**src/rtl/spi_frame_pkg.sv**
```systemverilog
// Shared definitions for the SPI frame slave and its SPI_Master counterpart.
// Holds the frame FSM state encoding and the default word/frame geometry.
package spi_frame_pkg;

  localparam int unsigned DefWordBits   = 24;
  localparam int unsigned DefFrameWords = 5;

  typedef enum logic [1:0] {
    StIdle    = 2'd0,
    StLoad    = 2'd1,
    StShift   = 2'd2,
    StWordEnd = 2'd3
  } spi_state_e;

endpackage

```
**src/rtl/spi_input_sync.sv**
```systemverilog
// Synchronizer plus edge detect for one asynchronous SPI input.
//   clk_i   : block clock
//   rst_ni  : asynchronous active-low reset (all flops load ResetVal)
//   d_i     : asynchronous input
//   q_o     : synchronized level
//   rise_o  : one-cycle pulse on synchronized 0->1
//   fall_o  : one-cycle pulse on synchronized 1->0
module spi_input_sync #(
  parameter int unsigned SyncStages = 2,
  parameter logic        ResetVal   = 1'b0
) (
  input  logic clk_i,
  input  logic rst_ni,
  input  logic d_i,
  output logic q_o,
  output logic rise_o,
  output logic fall_o
);

  logic [SyncStages-1:0] sync_d, sync_q;
  logic                  prev_d, prev_q;

  always_comb begin
    sync_d[0] = d_i;
    for (int i = 1; i < SyncStages; i++) begin
      sync_d[i] = sync_q[i-1];
    end
    prev_d = sync_q[SyncStages-1];
  end

  always_ff @(posedge clk_i or negedge rst_ni) begin
    if (!rst_ni) begin
      sync_q <= {SyncStages{ResetVal}};
      prev_q <= ResetVal;
    end else begin
      sync_q <= sync_d;
      prev_q <= prev_d;
    end
  end

  assign q_o    = sync_q[SyncStages-1];
  assign rise_o = q_o & ~prev_q;
  assign fall_o = ~q_o & prev_q;

endmodule

```
**src/rtl/spi_frame_slave.sv**
```systemverilog
// SPI mode-1 (CPOL=0, CPHA=1) frame slave, oversampled by system_clock.
// A frame is FRAME_WORDS words of WORD_BITS bits, MSB first, framed by SPI_CS low.
//   system_clock, reset_n       : block clock, asynchronous active-low reset
//   SPI_SCLK/SPI_CS/SPI_MOSI    : asynchronous SPI inputs
//   SPI_MISO                    : slave data out, forced 0 while CS is high
//   tx_word / tx_load           : next word to send, captured while tx_load=1
//   rx_word / rx_valid          : last complete received word, with update pulse
//   word_index                  : index of the word currently shifting
//   frame_done / frame_abort    : end-of-frame pulses (complete / cut short)
module spi_frame_slave
  import spi_frame_pkg::*;
#(
  parameter int unsigned WORD_BITS   = DefWordBits,
  parameter int unsigned FRAME_WORDS = DefFrameWords,
  parameter int unsigned SYNC_STAGES = 2
) (
  input  logic                             system_clock,
  input  logic                             reset_n,
  input  logic                             SPI_SCLK,
  input  logic                             SPI_CS,
  input  logic                             SPI_MOSI,
  output logic                             SPI_MISO,
  input  logic [WORD_BITS-1:0]             tx_word,
  output logic                             tx_load,
  output logic [WORD_BITS-1:0]             rx_word,
  output logic                             rx_valid,
  output logic [$clog2(FRAME_WORDS)-1:0]   word_index,
  output logic                             frame_done,
  output logic                             frame_abort
);

  localparam int unsigned CntW = $clog2(WORD_BITS + 1);
  localparam int unsigned IdxW = $clog2(FRAME_WORDS);
  localparam logic [CntW-1:0] LastBit  = CntW'(WORD_BITS - 1);
  localparam logic [IdxW-1:0] LastWord = IdxW'(FRAME_WORDS - 1);

  logic sclk_s, sclk_rise, sclk_fall;
  logic cs_s, cs_rise, cs_fall;
  logic mosi_s, mosi_rise, mosi_fall;

  spi_input_sync #(.SyncStages(SYNC_STAGES), .ResetVal(1'b0)) u_sync_sclk (
    .clk_i (system_clock), .rst_ni(reset_n), .d_i(SPI_SCLK),
    .q_o   (sclk_s), .rise_o(sclk_rise), .fall_o(sclk_fall)
  );
  spi_input_sync #(.SyncStages(SYNC_STAGES), .ResetVal(1'b1)) u_sync_cs (
    .clk_i (system_clock), .rst_ni(reset_n), .d_i(SPI_CS),
    .q_o   (cs_s), .rise_o(cs_rise), .fall_o(cs_fall)
  );
  spi_input_sync #(.SyncStages(SYNC_STAGES), .ResetVal(1'b0)) u_sync_mosi (
    .clk_i (system_clock), .rst_ni(reset_n), .d_i(SPI_MOSI),
    .q_o   (mosi_s), .rise_o(mosi_rise), .fall_o(mosi_fall)
  );

  spi_state_e            state_d, state_q;
  logic [WORD_BITS-1:0]  tx_sr_d, tx_sr_q;
  logic [WORD_BITS-1:0]  rx_sr_d, rx_sr_q;
  logic [WORD_BITS-1:0]  rx_word_d, rx_word_q;
  logic [CntW-1:0]       bit_cnt_d, bit_cnt_q;
  logic [IdxW-1:0]       word_idx_d, word_idx_q;
  logic                  miso_d, miso_q;
  logic                  rx_valid_d, rx_valid_q;
  logic                  frame_done_d, frame_done_q;
  logic                  frame_abort_d, frame_abort_q;
  logic                  cs_armed_d, cs_armed_q;
  logic [SYNC_STAGES:0]  flush_d, flush_q;
  logic                  word_done;

  logic unused_sync;
  assign unused_sync = ^{sclk_s, mosi_rise, mosi_fall, rx_sr_q[WORD_BITS-1]};

  // The CS chain resets to "high", so right after reset it can show a false
  // fall. Frames are only accepted once CS has been seen high on a flushed
  // chain; a CS held low through reset must be released first.
  assign flush_d    = {flush_q[SYNC_STAGES-1:0], 1'b1};
  assign cs_armed_d = cs_armed_q | (flush_q[SYNC_STAGES] & cs_s);

  always_comb begin
    state_d       = state_q;
    tx_sr_d       = tx_sr_q;
    rx_sr_d       = rx_sr_q;
    rx_word_d     = rx_word_q;
    bit_cnt_d     = bit_cnt_q;
    word_idx_d    = word_idx_q;
    miso_d        = miso_q;
    rx_valid_d    = 1'b0;
    frame_done_d  = 1'b0;
    frame_abort_d = 1'b0;
    word_done     = 1'b0;

    case (state_q)
      StIdle: begin
        miso_d     = 1'b0;
        bit_cnt_d  = '0;
        word_idx_d = '0;
        if (cs_fall && cs_armed_q) begin
          state_d = StLoad;
        end
      end

      StLoad: begin
        tx_sr_d   = tx_word;
        bit_cnt_d = '0;
        if (cs_rise) begin
          state_d       = StIdle;
          word_idx_d    = '0;
          miso_d        = 1'b0;
          frame_abort_d = 1'b1;
        end else begin
          state_d = StShift;
        end
      end

      StShift: begin
        if (sclk_rise) begin
          miso_d  = tx_sr_q[WORD_BITS-1];
          tx_sr_d = {tx_sr_q[WORD_BITS-2:0], 1'b0};
        end
        if (sclk_fall) begin
          rx_sr_d   = {rx_sr_q[WORD_BITS-2:0], mosi_s};
          bit_cnt_d = bit_cnt_q + CntW'(1);
          if (bit_cnt_q == LastBit) begin
            word_done  = 1'b1;
            rx_word_d  = rx_sr_d;
            rx_valid_d = 1'b1;
            bit_cnt_d  = '0;
            state_d    = StWordEnd;
          end
        end
        // A word finishing on the same edge as CS release is still reported.
        if (cs_rise) begin
          state_d    = StIdle;
          word_idx_d = '0;
          miso_d     = 1'b0;
          if (word_done && (word_idx_q == LastWord)) begin
            frame_done_d = 1'b1;
          end else begin
            frame_abort_d = 1'b1;
          end
        end
      end

      StWordEnd: begin
        if (word_idx_q == LastWord) begin
          frame_done_d = 1'b1;
          word_idx_d   = '0;
          miso_d       = 1'b0;
          state_d      = StIdle;
        end else if (cs_rise) begin
          frame_abort_d = 1'b1;
          word_idx_d    = '0;
          miso_d        = 1'b0;
          state_d       = StIdle;
        end else begin
          word_idx_d = word_idx_q + IdxW'(1);
          state_d    = StLoad;
        end
      end

      default: state_d = StIdle;
    endcase
  end

  always_ff @(posedge system_clock or negedge reset_n) begin
    if (!reset_n) begin
      state_q       <= StIdle;
      tx_sr_q       <= '0;
      rx_sr_q       <= '0;
      rx_word_q     <= '0;
      bit_cnt_q     <= '0;
      word_idx_q    <= '0;
      miso_q        <= 1'b0;
      rx_valid_q    <= 1'b0;
      frame_done_q  <= 1'b0;
      frame_abort_q <= 1'b0;
      cs_armed_q    <= 1'b0;
      flush_q       <= '0;
    end else begin
      state_q       <= state_d;
      tx_sr_q       <= tx_sr_d;
      rx_sr_q       <= rx_sr_d;
      rx_word_q     <= rx_word_d;
      bit_cnt_q     <= bit_cnt_d;
      word_idx_q    <= word_idx_d;
      miso_q        <= miso_d;
      rx_valid_q    <= rx_valid_d;
      frame_done_q  <= frame_done_d;
      frame_abort_q <= frame_abort_d;
      cs_armed_q    <= cs_armed_d;
      flush_q       <= flush_d;
    end
  end

  // Gate on the raw pin so MISO drops as soon as the master deselects.
  assign SPI_MISO    = miso_q & ~SPI_CS;
  assign tx_load     = (state_q == StLoad);
  assign rx_word     = rx_word_q;
  assign rx_valid    = rx_valid_q;
  assign word_index  = word_idx_q;
  assign frame_done  = frame_done_q;
  assign frame_abort = frame_abort_q;

endmodule
```
**config.mk**
```make
export PLATFORM = sky130hd
export DESIGN_NAME = spi_frame_slave
export DESIGN_NICKNAME = d
export VERILOG_FILES = /design/src/rtl/spi_frame_pkg.sv /design/src/rtl/spi_input_sync.sv /design/src/rtl/spi_frame_slave.sv
export SDC_FILE = /design/constraint.sdc
export NUM_CORES = 1
export LEC_CHECK = 0
export CORE_ASPECT_RATIO = 1.4
export CORE_UTILIZATION = 30
export CTS_BUF_LIST = sky130_fd_sc_hd__clkbuf_8 sky130_fd_sc_hd__clkbuf_16
export DETAILED_ROUTE_END_ITERATION = 10
export SYNTH_ARGS = -nofsm -noshare
export SYNTH_HDL_FRONTEND = slang
export SYNTH_SLANG_ARGS = --single-unit
```
**constraint.sdc**
```tcl
create_clock -name system_clock -period 2.1 [get_ports system_clock]
set_input_delay 0.21 -clock system_clock [delete_from_list [all_inputs] [get_ports system_clock]]
set_output_delay 0.21 -clock system_clock [all_outputs]
set_load 0.02 [all_outputs]
```
==> metrics.cfg, run 1 <==
[status]
status=complete, no violations

[logic_synthesis]
yosys_warnings=0
syn_avg_cell_area_um2=13.2
seq_area_frac_synth_pct=59.6
syn-instance-count=308
synth.distinct_cells=38
syn-cell-area_um2=4080
ys_ff_latch=97
synth_nets=344

[worst_setup_path]
path_max_fanout=23
startpoint_type=register
path_buf_inv=3
endpoint_kind=register
path_class=register to register
max_stage_delay_ns=0.40
path_delay_family=buffers and inverters
slowest_stage=dfrtp_1
required_ns=2.32
worst_path_most_repeated_cell=buf_4
worstPathArrival_ns=2.00
path_cells=inv_1 -> ha_2 -> buf_4 -> buf_4 -> mux2i_1 -> o21ai_0

[timing]
clock-skew-final_ns=0.0105
setup_violations=0
rsz0062_at_grt=false
setup_ws_ns=0.325
tns_ns=0
worst_pin_slew_ns=0.535
slew_violations=0
relSlewSlack_pct=64.3
clock.fmax_mhz=563
finalHoldViolations=0
post-route-min-period_ns=1.78
fin_crit_sh_pct=84.5

[detailed_routing]
antenna_left=0
viasPerCell=4.43
wl_met2_um=3870
wl_met3_um=227
top_layer=met4
wl_per_cell_um=13.2
wirelength_um=7400
first_iter_violations=70
dr.pass1.iters=4
wl_met1_um=3160
vias=2487
drc=0

[floorplan]
dieArea_um2=14100
initial_core_util_pct=30.6
die_h_um=140
core-area_um2=13300
rows=50
die_x_um=101
ios=61

[cts]
post_cts_buffers=0
htreeDepth=3
insertion_delay_ns=0.34
clock_path_buffers=2
clock_tree.root_cell=clkbuf_16
cts_tree=yes
cts_buffers=9
path_clk_slew_ns=0.07
cts.sinks=97

[final_layout]
num_antenna_cells=0
n_fill_cell=1291
finalNetCount=410
seq_area_um2=2430
syn_to_final_growth_pct=27.6
multi_input_area_um2=1540
drive_above_1_share_pct=21.9

[global_route]
grt_overflow=0
gr-usage-all-layers_pct=11.9
grt_max_degree=48
grt_antenna_before_repair=0
grt_pass1_wl_um=13000
grt_pass1_vias=2661

[power_and_ir_drop]
leakagePower_nw=2.39
ir_drop_mv=0.543
p_per_area_nw_per_um2=991

[placement]
dp_hpwl_um=5150
port_buffers=60
gp_congestion=0.743
dp_slack_ns=0.296

[worst_hold_path]
min_path_type=input port to register

[job]
max_cap_viol_count=0

[synth_stat cells]
cell type,number,area [um2]
ha_1,7,87.6
nand3b_4,1,20.0
a21oi_1,7,35.0
dfstp_2,3,78.8
nor3_1,2,10.0
mux2_2,39,439
nor2b_1,6,37.5
or3_1,1,6.26
and2_1,1,6.26
nand4b_4,1,23.8
a211oi_2,1,12.5
nor4_1,1,6.26
mux2_4,10,150
o21ai_0,30,150
or2b_1,1,7.51
xor2_1,1,8.76
inv_1,5,18.8
nand2_1,33,124
buf_4,1,7.51
a21o_1,2,15.0
nor2_1,9,33.8
conb_1,1,3.75
nand2b_1,2,12.5
a22o_1,2,17.5
a22oi_1,1,7.51
clkbuf_1,1,3.75
mux2i_1,23,230
a21bo_2,1,10.0
nand3_1,3,15.0
nor3b_1,1,7.51
nand4b_1,1,8.76
buf_2,9,45.0
nor2_8,1,20.0
o21ai_1,2,10.0
or2_1,1,6.26
buf_12,2,40.0
dfrtp_1,94,2350
xnor2_1,1,8.76
[state kept, by name, indices dropped and copies added, names as in the netlist, 2 cells and up]
signal	cells
rx_word	24
u_sync_cs.sync_q	2
flush_q	3
bit_cnt_q	5
rx_sr_q	23
tx_sr_q	24
word_index	3
u_sync_mosi.sync_q	2
state_q	2
u_sync_sclk.sync_q	2
[layout make-up]
class | instances | area share, %
clock buffers | 9 | 4.33
repair buffers | 68 | 13.5
clock inverters | 7 | 1.23
flip-flops and latches | 97 | 46.7
multi-input cells | 193 | 29.5
inverters | 5 | 0.361
well taps | 182 | 4.37
[final timing paths]
check                      slack (ns)                         endpoint  cells after the start                    from
max                              0.32          tx_sr_q[14]$_DFFE_PN0P_                      6  state_q[0]$_DFFE_PN0P_
min                              0.30  u_sync_mosi.sync_q[0]$_DFF_PN0_                      1                SPI_MOSI
max reg2reg                      0.32          tx_sr_q[14]$_DFFE_PN0P_                      6  state_q[0]$_DFFE_PN0P_
min reg2reg                      0.34             flush_q[1]$_DFF_PN0_                      0    flush_q[0]$_DFF_PN0_
max in group asynchronous        1.01  u_sync_sclk.sync_q[0]$_DFF_PN0_                      3                 reset_n
min in group asynchronous        0.39          rx_word[16]$_DFFE_PN0P_                      2                 reset_n
[cell usage in the layout, fill, tap and decap left out, types with 3 or more instances in the layout]
| cell | netlist | layout |
|---|---|---|
| mux2i_1 | 23 | 23 |
| mux2_4 | 10 | 10 |
| dfrtp_1 | 94 | 94 |
| nand3_1 | 3 | 3 |
| dfstp_2 | 3 | 3 |
| ha_1 | 7 | 6 |
| nor2_1 | 9 | 9 |
| mux2_2 | 39 | 39 |
| nand2_1 | 33 | 33 |
| o21ai_0 | 30 | 30 |
| clkdlybuf4s50_1 | 0 | 58 |
| clkbuf_16 | 0 | 9 |
| a21oi_1 | 7 | 6 |
| inv_1 | 5 | 5 |
| nor2b_1 | 6 | 6 |
| buf_12 | 2 | 3 |
| buf_4 | 1 | 5 |
[layer usage]
layer | up-vias | GRT usage [%]
met1 | 1235 | 14.1
met5 | - | 0
li1 | 1203 | -
met4 | 0 | 5.87
met2 | 37 | 20.0
met3 | 12 | 2.69
[kinds of logic after synthesis]
group / count (synthesis) / synth area share [%]
other: 1 / 0.0920
AO/OA/AOI/OAI: 46 / 6.32
adder cells (fa/ha/maj): 7 / 2.15
XOR/XNOR: 2 / 0.430
flip-flops: 97 / 59.6
AND/OR/NAND/NOR: 65 / 8.47
multiplexers: 72 / 20.1
buffers and inverters: 18 / 2.82
[through the flow]
step	util, %	power, W	cells	cell area (um2)	hold slack (ns)
CTS	39.0	0.00525	561	5200	0.294
floorplan	-	0.00325	308	4080	-0.0856
finish	39.1	0.00516	561	5200	0.301
global placement	36.8	0.00360	544	4900	0.221
global route	39.1	0.00552	561	5200	0.285
detailed placement	36.8	0.00365	544	4900	0.229
[power breakdown]
part	leakage [nW]	switching, W	internal [W]
clock network	0.139	0.000746	0.000824
registers	1.28	0.000175	0.00218
logic	0.976	0.000689	0.000546
[repair_timing]
action,in CTS,in global routing
setup endpoints to repair,0,1
resized for setup,0,1
hold buffers,1,0
hold endpoints to repair,34,0
Power figures use the tool's default switching activity.
==> run 2, diff against run 1 <==
==> constraint.sdc (replaced) <==
create_clock -name system_clock -period 1.5 [get_ports system_clock]
set_input_delay 0.15 -clock system_clock [delete_from_list [all_inputs] [get_ports system_clock]]
set_output_delay 0.15 -clock system_clock [all_outputs]
set_load 0.02 [all_outputs]
==> run 2 against run 1 <==
Against the previous run:
- the run now ends with setup timing left
- worst setup slack lost 0.37 ns
- utilization grew 4.8 points
- register-to-register slack lost 0.37 ns
- sequential cell count is the same
- clock power grew 46%
- via count grew 6.5%
- clock skew grew 0.0020 ns
- hold slack lost 0.11 ns
- routed wire length grew 12%
- design area grew 12%
- maximum frequency grew 15%
- largest cell class unchanged
==> metrics.cfg, run 2 (synthesis results as in run 1) <==
[worst_hold_path]
min_path_type=input port to async pin

[detailed_routing]
viasPerCell=4.48  ; +1.1%
first_iter_violations=92  ; +31%
dr.pass1.iters=4  ; unchanged
wirelength_um=8270  ; +12%
antenna_left=0  ; unchanged
vias=2648  ; +6.5%
drc=0  ; unchanged
wl_per_cell_um=14.0  ; +6.1%

[status]
violations=setup timing
status=complete, but fails checks

[placement]
gp_congestion=0.731  ; -1.5%
dp_slack_ns=-0.102  ; -0.398 ns
placed_area_um2=5090  ; +3.8%
port_buffers=60  ; unchanged
dp_hpwl_um=5290  ; +2.7%

[worst_setup_path]
endpoint_kind=register
r2r_slack_ns=-0.04  ; -0.37 ns
r2r_end=rx_word[18]$_DFFE_PN0P_
path_delay_family=flip-flops
path_buf_inv=1  ; -2
slowest_stage=dfrtp_1
path_class=register to register
max_stage_delay_ns=0.39  ; about the same
reg2reg_from=bit_cnt_q[1]$_DFFE_PN0P_
required_ns=1.73  ; -0.59 ns
path_max_fanout=19  ; -17%
startpoint_type=register
worstPathArrival_ns=1.77  ; -0.23 ns
rr_worst_depth=5  ; -1
path_cells=ha_4 -> nand4b_4 -> nor2_8 -> buf_12 -> mux2_4

[final_layout]
finalCoreUtilization_pct=43.8  ; +4.8 points
drive_above_1_share_pct=36.2  ; +14 points
num_antenna_cells=0  ; unchanged
n_fill_cell=1208  ; -6.4%
finalNetCount=440  ; +7.3%
most-common-layout-cells=93 x dfrtp_1, 41 x clkdlybuf4s50_1, 25 x mux2_4, 24 x mux2_2, 22 x mux2i_1
mostFrequentLayoutCell=dfrtp_1
syn_to_final_growth_pct=43.2
final_cell_area_um2=5840  ; +12%

[global_route]
grt_pass1_vias=2732  ; +2.7%
grt_max_degree=55  ; +15%
grt_antenna_before_repair=0  ; unchanged
grt_overflow=0  ; unchanged
grt_pass1_wl_um=13500  ; +4.4%
gr-usage-all-layers_pct=12.3  ; +0.44 points

[floorplan]
die_h_um=140  ; unchanged
core-area_um2=13300  ; unchanged
ios=61  ; unchanged
dieArea_um2=14100  ; unchanged
rows=50  ; unchanged
initial_core_util_pct=30.6  ; unchanged
die_x_um=101  ; unchanged

[timing]
setup_ws_ns=-0.0419  ; -0.366 ns
fin_crit_sh_pct=103  ; +18 points
clock.fmax_mhz=649  ; +15%
slew_violations=0  ; unchanged
rsz0062_at_grt=true
setup_violations=30  ; +30
post-route-min-period_ns=1.54  ; -0.234 ns
clock-skew-final_ns=0.0125  ; +0.00197 ns
tns_ns=-0.883  ; -0.883 ns
finalHoldViolations=0  ; unchanged

[job]
max_cap_viol_count=0  ; unchanged

[cts]
htreeDepth=3  ; unchanged
cts_tree=yes
clock_path_buffers=2  ; unchanged
path_clk_slew_ns=0.07  ; about the same
insertion_delay_ns=0.35  ; about the same
cts.sinks=97  ; unchanged
clock_tree.root_cell=clkbuf_16
cts_buffers=9  ; unchanged

[power_and_ir_drop]
p_per_area_nw_per_um2=1520  ; +53%
ir_drop_mv=0.630  ; +16%
leakagePower_nw=2.89  ; +21%

## run 2: cell types whose count changed in the layout (fill, tap and decap cells not counted), sizes merged
cell / before / now
clkdlybuf4s50: 58 / 41
clkinv: 4 / 2
buf: 8 / 35
dlygate4sd2: 0 / 6
bufinv: 0 / 1
clkbuf: 9 / 13
dlymetal6s2s: 1 / 11
inv: 7 / 8
## run 2: area by class of cell
class                           instances  area [um2]  share of cell area (%)
Tap cell                              182         228                    3.90
Timing Repair Buffer                   98        1100                    18.8
Clock buffer                            9         225                    3.86
Sequential cell                        97        2430                    41.7
Multi-Input combinational cell        193        1770                    30.3
Inverter                                5        18.8                   0.321
Clock inverter                          7        71.3                    1.22
## run 2: report_power, final
part           total (W)  switching [W]  internal [W]
clock network    0.00229       0.000995       0.00129
logic            0.00321        0.00146       0.00175
registers        0.00337       0.000311       0.00306
## run 2: worst register-to-register path, cell delays in order, from the launching register on
cell      delay [ns]
dfrtp_1         0.39
ha_4            0.18
nand4b_4        0.18
nor2_8          0.17
buf_12          0.19
mux2_4          0.33
## run 2: worst max path at each step
| stage | start | to | slack (ns) | cells past startpoint |
|---|---|---|---|---|
| final | bit_cnt_q[1]$_DFFE_PN0P_ | rx_word[18]$_DFFE_PN0P_ | -0.04 | 5 |
| after CTS | bit_cnt_q[1]$_DFFE_PN0P_ | rx_word[10]$_DFFE_PN0P_ | -0.05 | 5 |
| after detailed placement | bit_cnt_q[0]$_DFFE_PN0P_ | rx_word[8]$_DFFE_PN0P_ | -0.10 | 5 |
| after floorplan | state_q[0]$_DFFE_PN0P_ | rx_word[10]$_DFFE_PN0P_ | -0.13 | 7 |
| after global routing | state_q[0]$_DFFE_PN0P_ | tx_sr_q[3]$_DFFE_PN0P_ | -0.13 | 8 |
| after global placement | bit_cnt_q[0]$_DFFE_PN0P_ | rx_word[21]$_DFFE_PN0P_ | -0.04 | 5 |
## run 2: metal layers
metal	vias to the layer above	part of all wire (%)	GRT usage, %
li1	1256	-	-
met1	1335	43	15.0
met2	40	51	20.2
met3	17	3.3	2.79
met4	0	2.6	6.33
met5	-	0	0
## run 2: per-stage QoR
stage | total power, W | hold WS [ns] | instances
after global routing | 0.00936 | 0.226 | 591
after global placement | 0.00526 | 0.0269 | 560
after floorplan | 0.00459 | -0.146 | 308
after detailed placement | 0.00535 | 0.0274 | 560
final | 0.00886 | 0.190 | 591
after CTS | 0.00805 | 0.200 | 585
## run 2: timing repair
| item | CTS | global route |
|---|---|---|
| hold buffers | 1 | 0 |
| gates cloned | 1 | 5 |
| endpoints found under the setup margin | 65 | 68 |
| gates resized for setup | 39 | 64 |
| setup buffers | 7 | 3 |
| pin swaps | 2 | 11 |
| endpoints found under the hold margin | 94 | 0 |
